===== src/rtl/rtc_pkg.sv =====
// Shared constants and helpers for the BCD real-time clock.
// Time is always held as 24h BCD; conversion happens only for display.
package rtc_pkg;

  localparam logic [3:0] SEC_TENS_MAX = 4'd5;
  localparam logic [3:0] UNITS_MAX    = 4'd9;
  localparam logic [7:0] MS_MAX       = 8'h59;
  localparam logic [7:0] HR_MAX       = 8'h23;
  localparam logic [7:0] HR_NOON      = 8'h12;

  localparam logic [6:0] SEG_BLANK = 7'h00;
  localparam logic [9:0][6:0] SEG_PAT = {
    7'h7B, 7'h7F, 7'h70, 7'h5F, 7'h5B,
    7'h33, 7'h79, 7'h6D, 7'h30, 7'h7E
  };

  function automatic logic bcd_valid_time(
    input logic [7:0] hr,
    input logic [7:0] mn,
    input logic [7:0] sc
  );
    return (hr[3:0] <= UNITS_MAX) &&
           (mn[3:0] <= UNITS_MAX) &&
           (sc[3:0] <= UNITS_MAX) &&
           (mn[7:4] <= SEC_TENS_MAX) &&
           (sc[7:4] <= SEC_TENS_MAX) &&
           (hr <= HR_MAX);
  endfunction

  function automatic logic [7:0] hr24_to_12(input logic [7:0] hr);
    logic [4:0] b;
    b = 5'(hr[7:4]) * 5'd10 + 5'(hr[3:0]);
    if (b == 5'd0) b = 5'd12;
    else if (b > 5'd12) b = b - 5'd12;
    return {4'(b / 5'd10), 4'(b % 5'd10)};
  endfunction

endpackage


===== src/rtl/rtc_seg7_decode.sv =====
// One BCD digit to 7-segment {a..g} pattern, bit6 = a.
// Non-BCD digits blank; polarity folded in so blank means all off.
import rtc_pkg::*;

module rtc_seg7_decode #(
  parameter bit SEG_ACTIVE_LOW = 1'b0
) (
  input  logic [3:0] digit_i,
  output logic [6:0] seg_o
);

  logic [6:0] pat;

  always_comb begin
    pat = SEG_BLANK;
    if (digit_i <= UNITS_MAX) pat = SEG_PAT[digit_i];
  end

  assign seg_o = pat ^ {7{SEG_ACTIVE_LOW}};

endmodule


===== src/rtl/rtc_bcd_timekeeper.sv =====
// BCD real-time clock: prescaler, 24h BCD counter chain, validated
// time-set, HH:MM alarm, 12/24h display and per-digit 7-seg drive.
import rtc_pkg::*;

module rtc_bcd_timekeeper #(
  parameter int TICK_DIV       = 50_000_000,
  parameter bit SEG_ACTIVE_LOW = 1'b0
) (
  input  logic       clk,
  input  logic       reset_n,
  input  logic       en,
  input  logic       set_valid,
  input  logic [7:0] set_hr,
  input  logic [7:0] set_min,
  input  logic [7:0] set_sec,
  input  logic       mode_12h,
  input  logic       alarm_en,
  input  logic [7:0] alarm_hr,
  input  logic [7:0] alarm_min,
  output logic [3:0] hr_m,
  output logic [3:0] hr_l,
  output logic [3:0] min_m,
  output logic [3:0] min_l,
  output logic [3:0] sec_m,
  output logic [3:0] sec_l,
  output logic       pm,
  output logic [6:0] seg_hr_m,
  output logic [6:0] seg_hr_l,
  output logic [6:0] seg_min_m,
  output logic [6:0] seg_min_l,
  output logic [6:0] seg_sec_m,
  output logic [6:0] seg_sec_l,
  output logic       sec_tick,
  output logic       day_wrap,
  output logic       alarm_hit,
  output logic       set_err
);

  localparam int CW = (TICK_DIV > 1) ? $clog2(TICK_DIV) : 1;
  localparam logic [CW-1:0] CNT_MAX = CW'(TICK_DIV - 1);

  logic [CW-1:0] cnt_q, cnt_d;
  logic [7:0] hr_q, min_q, sec_q;
  logic [7:0] hr_d, min_d, sec_d;
  logic [7:0] hr_n, min_n, sec_n;
  logic sec_tick_q, day_wrap_q, alarm_hit_q, set_err_q;
  logic sec_tick_d, day_wrap_d, alarm_hit_d, set_err_d;
  logic tick, set_ok, alarm_ok;

  function automatic logic [7:0] inc60(input logic [7:0] v);
    if (v == MS_MAX) return 8'h00;
    if (v[3:0] == UNITS_MAX) return {v[7:4] + 4'd1, 4'd0};
    return {v[7:4], v[3:0] + 4'd1};
  endfunction

  assign tick     = en && (cnt_q == CNT_MAX);
  assign set_ok   = set_valid && bcd_valid_time(set_hr, set_min, set_sec);
  assign alarm_ok = bcd_valid_time(alarm_hr, alarm_min, 8'h00);

  always_comb begin
    sec_n = inc60(sec_q);
    min_n = (sec_q == MS_MAX) ? inc60(min_q) : min_q;
    hr_n  = hr_q;
    if (sec_q == MS_MAX && min_q == MS_MAX) begin
      if (hr_q == HR_MAX) hr_n = 8'h00;
      else if (hr_q[3:0] == UNITS_MAX) hr_n = {hr_q[7:4] + 4'd1, 4'd0};
      else hr_n = {hr_q[7:4], hr_q[3:0] + 4'd1};
    end
  end

  // A set strobe, valid or not, takes priority over a coincident tick
  always_comb begin
    cnt_d       = cnt_q;
    hr_d        = hr_q;
    min_d       = min_q;
    sec_d       = sec_q;
    sec_tick_d  = 1'b0;
    day_wrap_d  = 1'b0;
    alarm_hit_d = 1'b0;
    set_err_d   = 1'b0;
    if (en) cnt_d = tick ? '0 : cnt_q + CW'(1);
    if (set_valid) begin
      if (set_ok) begin
        cnt_d = '0;
        hr_d  = set_hr;
        min_d = set_min;
        sec_d = set_sec;
      end else begin
        set_err_d = 1'b1;
      end
    end else if (tick) begin
      hr_d        = hr_n;
      min_d       = min_n;
      sec_d       = sec_n;
      sec_tick_d  = 1'b1;
      day_wrap_d  = ({hr_q, min_q, sec_q} == {HR_MAX, MS_MAX, MS_MAX});
      alarm_hit_d = alarm_en && alarm_ok &&
                    ({hr_n, min_n, sec_n} == {alarm_hr, alarm_min, 8'h00});
    end
  end

  always_ff @(posedge clk or negedge reset_n) begin
    if (!reset_n) begin
      cnt_q       <= '0;
      hr_q        <= 8'h00;
      min_q       <= 8'h00;
      sec_q       <= 8'h00;
      sec_tick_q  <= 1'b0;
      day_wrap_q  <= 1'b0;
      alarm_hit_q <= 1'b0;
      set_err_q   <= 1'b0;
    end else begin
      cnt_q       <= cnt_d;
      hr_q        <= hr_d;
      min_q       <= min_d;
      sec_q       <= sec_d;
      sec_tick_q  <= sec_tick_d;
      day_wrap_q  <= day_wrap_d;
      alarm_hit_q <= alarm_hit_d;
      set_err_q   <= set_err_d;
    end
  end

  assign sec_tick  = sec_tick_q;
  assign day_wrap  = day_wrap_q;
  assign alarm_hit = alarm_hit_q;
  assign set_err   = set_err_q;

  logic [7:0] hr_disp;
  assign hr_disp = mode_12h ? hr24_to_12(hr_q) : hr_q;
  assign pm      = (hr_q >= HR_NOON);

  assign {hr_m, hr_l}   = hr_disp;
  assign {min_m, min_l} = min_q;
  assign {sec_m, sec_l} = sec_q;

  logic [23:0] digits;
  logic [41:0] segs;
  assign digits = {hr_m, hr_l, min_m, min_l, sec_m, sec_l};

  for (genvar g = 0; g < 6; g++) begin : g_seg
    rtc_seg7_decode #(
      .SEG_ACTIVE_LOW(SEG_ACTIVE_LOW)
    ) u_seg (
      .digit_i(digits[g*4 +: 4]),
      .seg_o  (segs[g*7 +: 7])
    );
  end

  assign {seg_hr_m, seg_hr_l, seg_min_m,
          seg_min_l, seg_sec_m, seg_sec_l} = segs;

endmodule


===== config.mk =====
export PLATFORM = sky130hd
export DESIGN_NAME = rtc_bcd_timekeeper
export DESIGN_NICKNAME = d
export VERILOG_FILES = /design/src/rtl/rtc_pkg.sv /design/src/rtl/rtc_seg7_decode.sv /design/src/rtl/rtc_bcd_timekeeper.sv
export SDC_FILE = /design/constraint.sdc
export NUM_CORES = 1
export LEC_CHECK = 0
export ABC_AREA = 1
export BUFFER_PORTS_ARGS = -buffer_cell sky130_fd_sc_hd__buf_2
export CORE_MARGIN = 5
export CORE_UTILIZATION = 51
export CTS_CLUSTER_DIAMETER = 60
export DETAILED_ROUTE_END_ITERATION = 12
export PLACE_DENSITY = 0.78
export REMOVE_ABC_BUFFERS = 1
export SYNTH_ARGS = -nofsm -noshare
export SYNTH_HDL_FRONTEND = slang
export SYNTH_SLANG_ARGS = --single-unit
export TNS_END_PERCENT = 30

===== constraint.sdc =====
create_clock -name clk -period 4.5 [get_ports clk]
set_clock_uncertainty 0.1 [all_clocks]
set_input_delay 0.45 -clock clk [delete_from_list [all_inputs] [get_ports clk]]
set_output_delay 0.45 -clock clk [all_outputs]
set_load 0.02 [all_outputs]

======== After elaboration in Yosys (flattened, before gate mapping) ========
Memories as Yosys holds them, arrays and structs flattened.
Index checks and enable logic that the tools add are counted.
storage, ports and cells
  flip-flop bits (word level) ............. 54
  ROM bits ................................ 672
  bits of input ports ..................... 46
  output and inout port bits .............. 71
  word-level logic and storage cells ...... 130
  memories ................................ 6
memory list
  name             words  width  rd ports  clocked after Yosys merged registers in  write ports  line                   RTL
  (no name shown)  16     7      1         0                                        0            rtc_seg7_decode.sv:16  if (digit_i <= UNITS_MAX) pat = SEG_PAT[digit_i];
  (no name shown)  16     7      1         0                                        0            rtc_seg7_decode.sv:16
  (no name shown)  16     7      1         0                                        0            rtc_seg7_decode.sv:16
  (no name shown)  16     7      1         0                                        0            rtc_seg7_decode.sv:16
  (no name shown)  16     7      1         0                                        0            rtc_seg7_decode.sv:16
  (no name shown)  16     7      1         0                                        0            rtc_seg7_decode.sv:16
operators by class
  add/sub/neg operators ................... 9
  multiply operators ...................... 1
  divide/modulo/power cells ............... 2
  magnitude comparators ................... 24
  equal/unequal tests ..................... 10
  multiplexer cells ....................... 54
  reductions and logical operators ........ 16
operators with widths
  kind                     count
  $mux W8                  22
  $mux W26                 4
  $mux W7                  12
  $le A4 B4 Y1 const B     11
  $lt A4 B5 Y1 const B     6
  $add A26 B1 Y26 const B  1
  $eq A26 B26 Y1 const B   1
  $add A4 B1 Y4 const B    6
  $eq A24 B22 Y1 const B   1
  $eq A24 B24 Y1           1
  $eq A8 B7 Y1 const B     2
  $le A8 B6 Y1 const B     2
  $mux W1                  14
  $logic_and A1 B1 Y1      13
  $eq A4 B4 Y1 const B     3
  $le A4 B3 Y1 const B     3
  $mux W5                  2
  $eq A8 B6 Y1 const B     1
  $ge A8 B5 Y1 const B     1
  $add A5 B4 Y5            1
  $div A5 B4 Y5 const B    1
  $gt A5 B4 Y1 const B     1
  $logic_not A5 Y1         1
  $mod A5 B4 Y5 const B    1
  5 further kinds          5

======== Logic depth before layout (Yosys ltp) ========
  word-level depth ........................ 10
  depth in mapped cells ................... 27
  depth with buffers taken out ............ 27

======== Modules after synthesis ========
A second synthesis with hierarchy kept.
second synthesis, totals
  cell total of the unflattened synthesis .. 858
  area total of the unflattened synthesis .. 5669.2 µm²
by module, submodules not included
  module                                times used  cells an instance  area each (µm²)  sequential area each (µm²)
  rtc_bcd_timekeeper                    1           584                4280.4           1351.3
  rtc_seg7_decode (g_seg[2].u_seg ...)  4           46                 235.2            0.0
  rtc_seg7_decode (g_seg[0].u_seg ...)  2           45                 224.0            0.0

======== Worst setup path before layout ========
No wires, ideal clock.
  path type ............................... reg2out
  start ................................... reg hr_q[4]
  end ..................................... out seg_hr_m[2]
  arrival time ............................ 3953 ps
  required time ........................... 3950 ps
  slack ................................... -3 ps
  stages on the path, launching flop included .. 23
  path buffers ............................ 0
  path through ............................ dfrtp_1 > ha_1 > fa_1 > xor2_2 > inv_1 > ha_1 > nand3_1 > nand3_1 > ha_1 > inv_1 > nand3_1 > nand3_2 > nand3_4 > nand2_4 > nand2_4 > nand2_1 > o21ai_0 > inv_1 > ha_1 > o21ai_0 > nand2_1 > o21ai_0 > a31oi_1
on the way
  longest elaborated chain between the ends .. 10
  elaborated cells on any way between the ends .. 13
  classes of those cells .................. add/sub (2); mul (1); div (1); order compare (2); mux (5); reduce/logical (1); memory (1)
ends and longest elaborated chain
  what                                           line                       RTL
  start, declared                                rtc_bcd_timekeeper.sv:43   logic [7:0] hr_q, min_q, sec_q;
  start signal, assigned                         rtc_bcd_timekeeper.sv:114  hr_q <= hr_d;
  $mul A4 B3 Y4                                  rtc_pkg.sv:32              b = 5'(hr[7:4]) * 5'd10 + 5'(hr[3:0]);
  $add A5 B4 Y5                                  rtc_pkg.sv:32
  $sub A5 B4 Y5 or $gt A5 B4 Y1 (tied branches)  rtc_pkg.sv:34              else if (b > 5'd12) b = b - 5'd12;
  $mux W5                                        rtc_pkg.sv:34
  $mux W5                                        rtc_pkg.sv:33              if (b == 5'd0) b = 5'd12;
  $div A5 B4 Y5                                  rtc_pkg.sv:35              return {4'(b / 5'd10), 4'(b % 5'd10)};
  $mux W8 *                                      rtc_bcd_timekeeper.sv:130  assign hr_disp = mode_12h ? hr24_to_12(hr_q) : hr_q;
  named net hr_m[0]                              rtc_bcd_timekeeper.sv:20   output logic [3:0] hr_m,
  $mem_v2 Z16 W7                                 --
  $mux W7 (not written as such)                  rtc_seg7_decode.sv:16
  $mux W7 *                                      rtc_seg7_decode.sv:16
  end, declared                                  rtc_bcd_timekeeper.sv:27   output logic [6:0] seg_hr_m,
Mark *: on every way through the listed nets, which the timed path passes. The rest lies on a longest branch. The select of a mux whose other input is x is not followed.

======== Final worst setup path ========
  start ................................... reg hr_q[4]
  end ..................................... out seg_hr_l[6]
on the way
  longest elaborated chain between the ends .. 10
  elaborated cells on any way between the ends .. 13
  classes of those cells .................. add/sub (2); mul (1); div (1); order compare (2); mux (5); reduce/logical (1); memory (1)
ends and longest elaborated chain
  what                                           line                       RTL
  $mul A4 B3 Y4 *                                rtc_pkg.sv:32
  $add A5 B4 Y5 *                                rtc_pkg.sv:32
  $sub A5 B4 Y5 or $gt A5 B4 Y1 (tied branches)  rtc_pkg.sv:34
  $mux W5                                        rtc_pkg.sv:34
  $mux W5 *                                      rtc_pkg.sv:33
  $mod A5 B4 Y5 *                                rtc_pkg.sv:35
  $mux W8 *                                      rtc_bcd_timekeeper.sv:130
  $mem_v2 Z16 W7                                 --
  $mux W7 (not written as such)                  rtc_seg7_decode.sv:16
  $mux W7 *                                      rtc_seg7_decode.sv:16
  end, declared                                  rtc_bcd_timekeeper.sv:28   output logic [6:0] seg_hr_l,
Every way passes the cells marked *; elsewhere a longest branch is shown, timed or not. The select of a mux whose other input is x is not followed.

==> results_dict.tcl <==
set metrics [dict create \
    syn2layout_area_growth_pct 23.9 \
    whs_ps 111 \
    cp_top_family "simple AND/OR/NAND/NOR gates" \
    powerDensity_nw_per_um2 516 \
    tns_ps -378 \
    placed_area_um2 6090 \
    dp_slack_ps -133 \
    start_kind "flop" \
    worst_pin_slew_ps 734 \
    finalCritPeriodShare_pct 101 \
    timing.final.ws_setup_ps -45.3 \
    cp.required_ps 3950 \
    rsz0062_at_grt "true" \
    crit_type "reg -> out" \
    cts_tree "done" \
    maxCapViolCount 0 \
    slew_headroom_pct 50.9 \
    ys.warnings.count 0 \
    crit_buf_inv 3 \
    worstSetupStartpoint "hr_q[4]" \
    outcome "finished, violations left" \
    synth_edf_count 0 \
    ant_nets 0 \
    first_iter_violations 356 \
    io_pins 117 \
    synth_top_area_cell "dfrtp_1" \
    crit_chain "ha_4, fa_2, xor2_4, nand3_2, nand3_4, nor2_4, inv_2, nand3_4, ha_4, nand3_1, nand3_2, nand3_4, nand2_4, nand2_4, nand2_2, nand3_2, nand2_4, ha_2, or2_2, nand2_2, nand2_4, nand2_2, inv_1, buf_2" \
    hold_path.class "in -> async" \
    synth_top_flop_cell "dfrtp_1" \
    hold_buffers 0 \
    synthesis.area_um2 5360 \
    cts.sinks 54 \
    clkTransAtPathRegs_ps 110 \
    dp.cells 1028 \
    hpwlAfterDp_um 11500 \
    vdd_drop_max_v 0.000478 \
    r2r_start "sec_q[1]" \
    insertion_delay_ps 330 \
    dieWidth_um 112 \
    multi_input_area_um2 3670 \
    initial_core_util_pct 52.1 \
    antenna_found_initial 2 \
    crit_path_end_kind "output port" \
    die-area_um2 12700 \
    r2r-end "alarm_hit" \
    syn_inst 783 \
    cts.path.max_buffers 2 \
    crit_top_cell "nand2_4" \
    synth_top_area_share_pct 25.2 \
    gp_congestion 0.952 \
    grt_usage_pct 23.2 \
    die_h_um 112 \
    violations "negative setup slack" \
    fin_nets 1016 \
    hold_violations 0 \
    synth_common_cells "nand2_1, inv_1, nor2_1, o21ai_0, nand3_1" \
    nFillCells 903 \
    yosysSeqAreaShare_pct 25.2 \
    ys_seq_elements 54 \
    synthArstFlopShare_pct 100 \
    grt_pass1_wl_um 24700 \
    wl_per_cell_um 15.0 \
    final_max_slew_viol_count 0 \
    max_freq_mhz 220 \
    reg2reg_slack_ps 1560 \
    vias 5766 \
    io_buffers 116 \
    core-area_um2 10300 \
    post_drt_via_cell_ratio 5.46 \
    setup_viol 14 \
    rows 37 \
    numCtsBuffers 5 \
    period_minus_slack_ps 4550 \
    root_buffer "clkbuf_8" \
    grt_pass1_vias 5254 \
    grt_max_degree 55 \
    arrival_ps 4000 \
    htreeDepth 2 \
    power_mw 3.42 \
    slowest_delay_ps 480 \
    gr-total-overflow 0 \
    seqCellArea_um2 1350 \
    slowest_stage "dfrtp_2" \
    syn_avg_cell_area_um2 6.84 \
    layout-drive-gt1-share_pct 26.4 \
    leakage_nw 3.46 \
    layout.cells.non_filler 1057 \
    drt-total-wl_um 15800 \
    drc 0 \
    synth.area.top_cells "dfrtp_1, ha_1, nand2_1, inv_1, o21ai_0" \
    synth.most_common_cell "nand2_1" \
    cp_max_fo 6 \
    synthDistinctLibCells 52 \
    final_area_um2 6640 \
    r2r_cells 15 \
    drt_first_pass_iters 5 \
    postLayoutCoreUtil_pct 64.6 \
]
## cell families (layout without fill, tap and decap cells)
| logic type | Yosys count | in the layout | share of synthesized area (%) |
|---|---|---|---|
| compound gates | 141 | 141 | 15.6 |
| xor+xnor | 20 | 20 | 3.41 |
| fa+ha+maj | 51 | 51 | 12.1 |
| buf+inv | 150 | 287 | 10.8 |
| flops | 54 | 54 | 25.2 |
| other cells | 0 | 1 | 0 |
| simple gates | 367 | 367 | 32.9 |
## worst register-to-register path: cells and delay by family (launching register included)
kind | cells | cell delay [ps]
simple gates | 9 | 1320
flops | 1 | 470
buf+inv | 3 | 430
compound gates | 1 | 230
fa+ha+maj | 1 | 190
xor+xnor | 1 | 150
## layout by cell type (no fill, tap or decap), types with 3 or more instances in the layout
cell / n
nor3_2: 4
buf_4: 28
nor2_1: 80
nor2_2: 6
buf_6: 4
nand3_4: 9
nand2_1: 129
a21oi_1: 20
nand2_2: 14
o21ai_0: 64
inv_1: 120
nand3_1: 48
nand3_2: 8
nor2_4: 4
ha_2: 4
dfrtp_1: 53
xor2_1: 15
buf_2: 111
nand2_4: 7
nor3_1: 26
o21ai_1: 5
a31oi_1: 12
ha_4: 6
o31ai_1: 3
o22ai_1: 6
inv_2: 13
o21ai_2: 3
nor4_1: 6
xnor2_1: 4
ha_1: 40
a211oi_1: 4
nor3b_1: 4
o211ai_1: 9
clkbuf_8: 5
nand4_1: 13
or2_2: 5
## worst max path at each step
stage          slack, ps  cells after the start     endpoint
2_1_floorplan         -2                     22  seg_hr_m[2]
3_3_place_gp          70                     24  seg_hr_m[2]
3_5_place_dp        -130                     24  seg_hr_m[3]
4_1_cts               -6                     25  seg_hr_l[2]
5_1_grt             -210                     22  seg_hr_m[6]
6_report             -50                     24  seg_hr_l[6]
## power breakdown
| part | internal [mW] | switching (mW) | total (mW) |
|---|---|---|---|
| registers | 0.548 | 0.0843 | 0.632 |
| logic | 0.973 | 1.47 | 2.44 |
| clock network | 0.170 | 0.179 | 0.349 |
## sequential cells by signal (all words and copies together) (netlist names)
register and cells:
alarm_hit 1, min_q 8, sec_q 8, set_err 1, day_wrap 1, sec_tick 1, cnt_q 26, hr_q 8
## timing repair
| action | CTS | global route |
|---|---|---|
| buffers inserted | 7 | 13 |
| setup endpoints to repair | 14 | 14 |
| pin swaps | 5 | 21 |
| gates resized for setup | 22 | 47 |
## layer usage
layer | vias up | routed length (um) | GRT usage (%)
met5 | - | 13 | 0
met4 | 2 | 448 | 6.89
met3 | 47 | 1060 | 3.88
met2 | 229 | 7620 | 39.5
met1 | 2630 | 6670 | 30.2
li1 | 2858 | - | -
## layout make-up
class | count | share of cell area, %
multi-input combinational | 579 | 55.3
clock inverter | 3 | 0.735
timing repair buffer | 143 | 12.2
clock buffer | 5 | 1.04
sequential | 54 | 20.4
antenna | 1 | 0.0377
tap | 136 | 2.56
inverter | 136 | 7.76
Note: power is estimated with default switching activity, not from simulation.
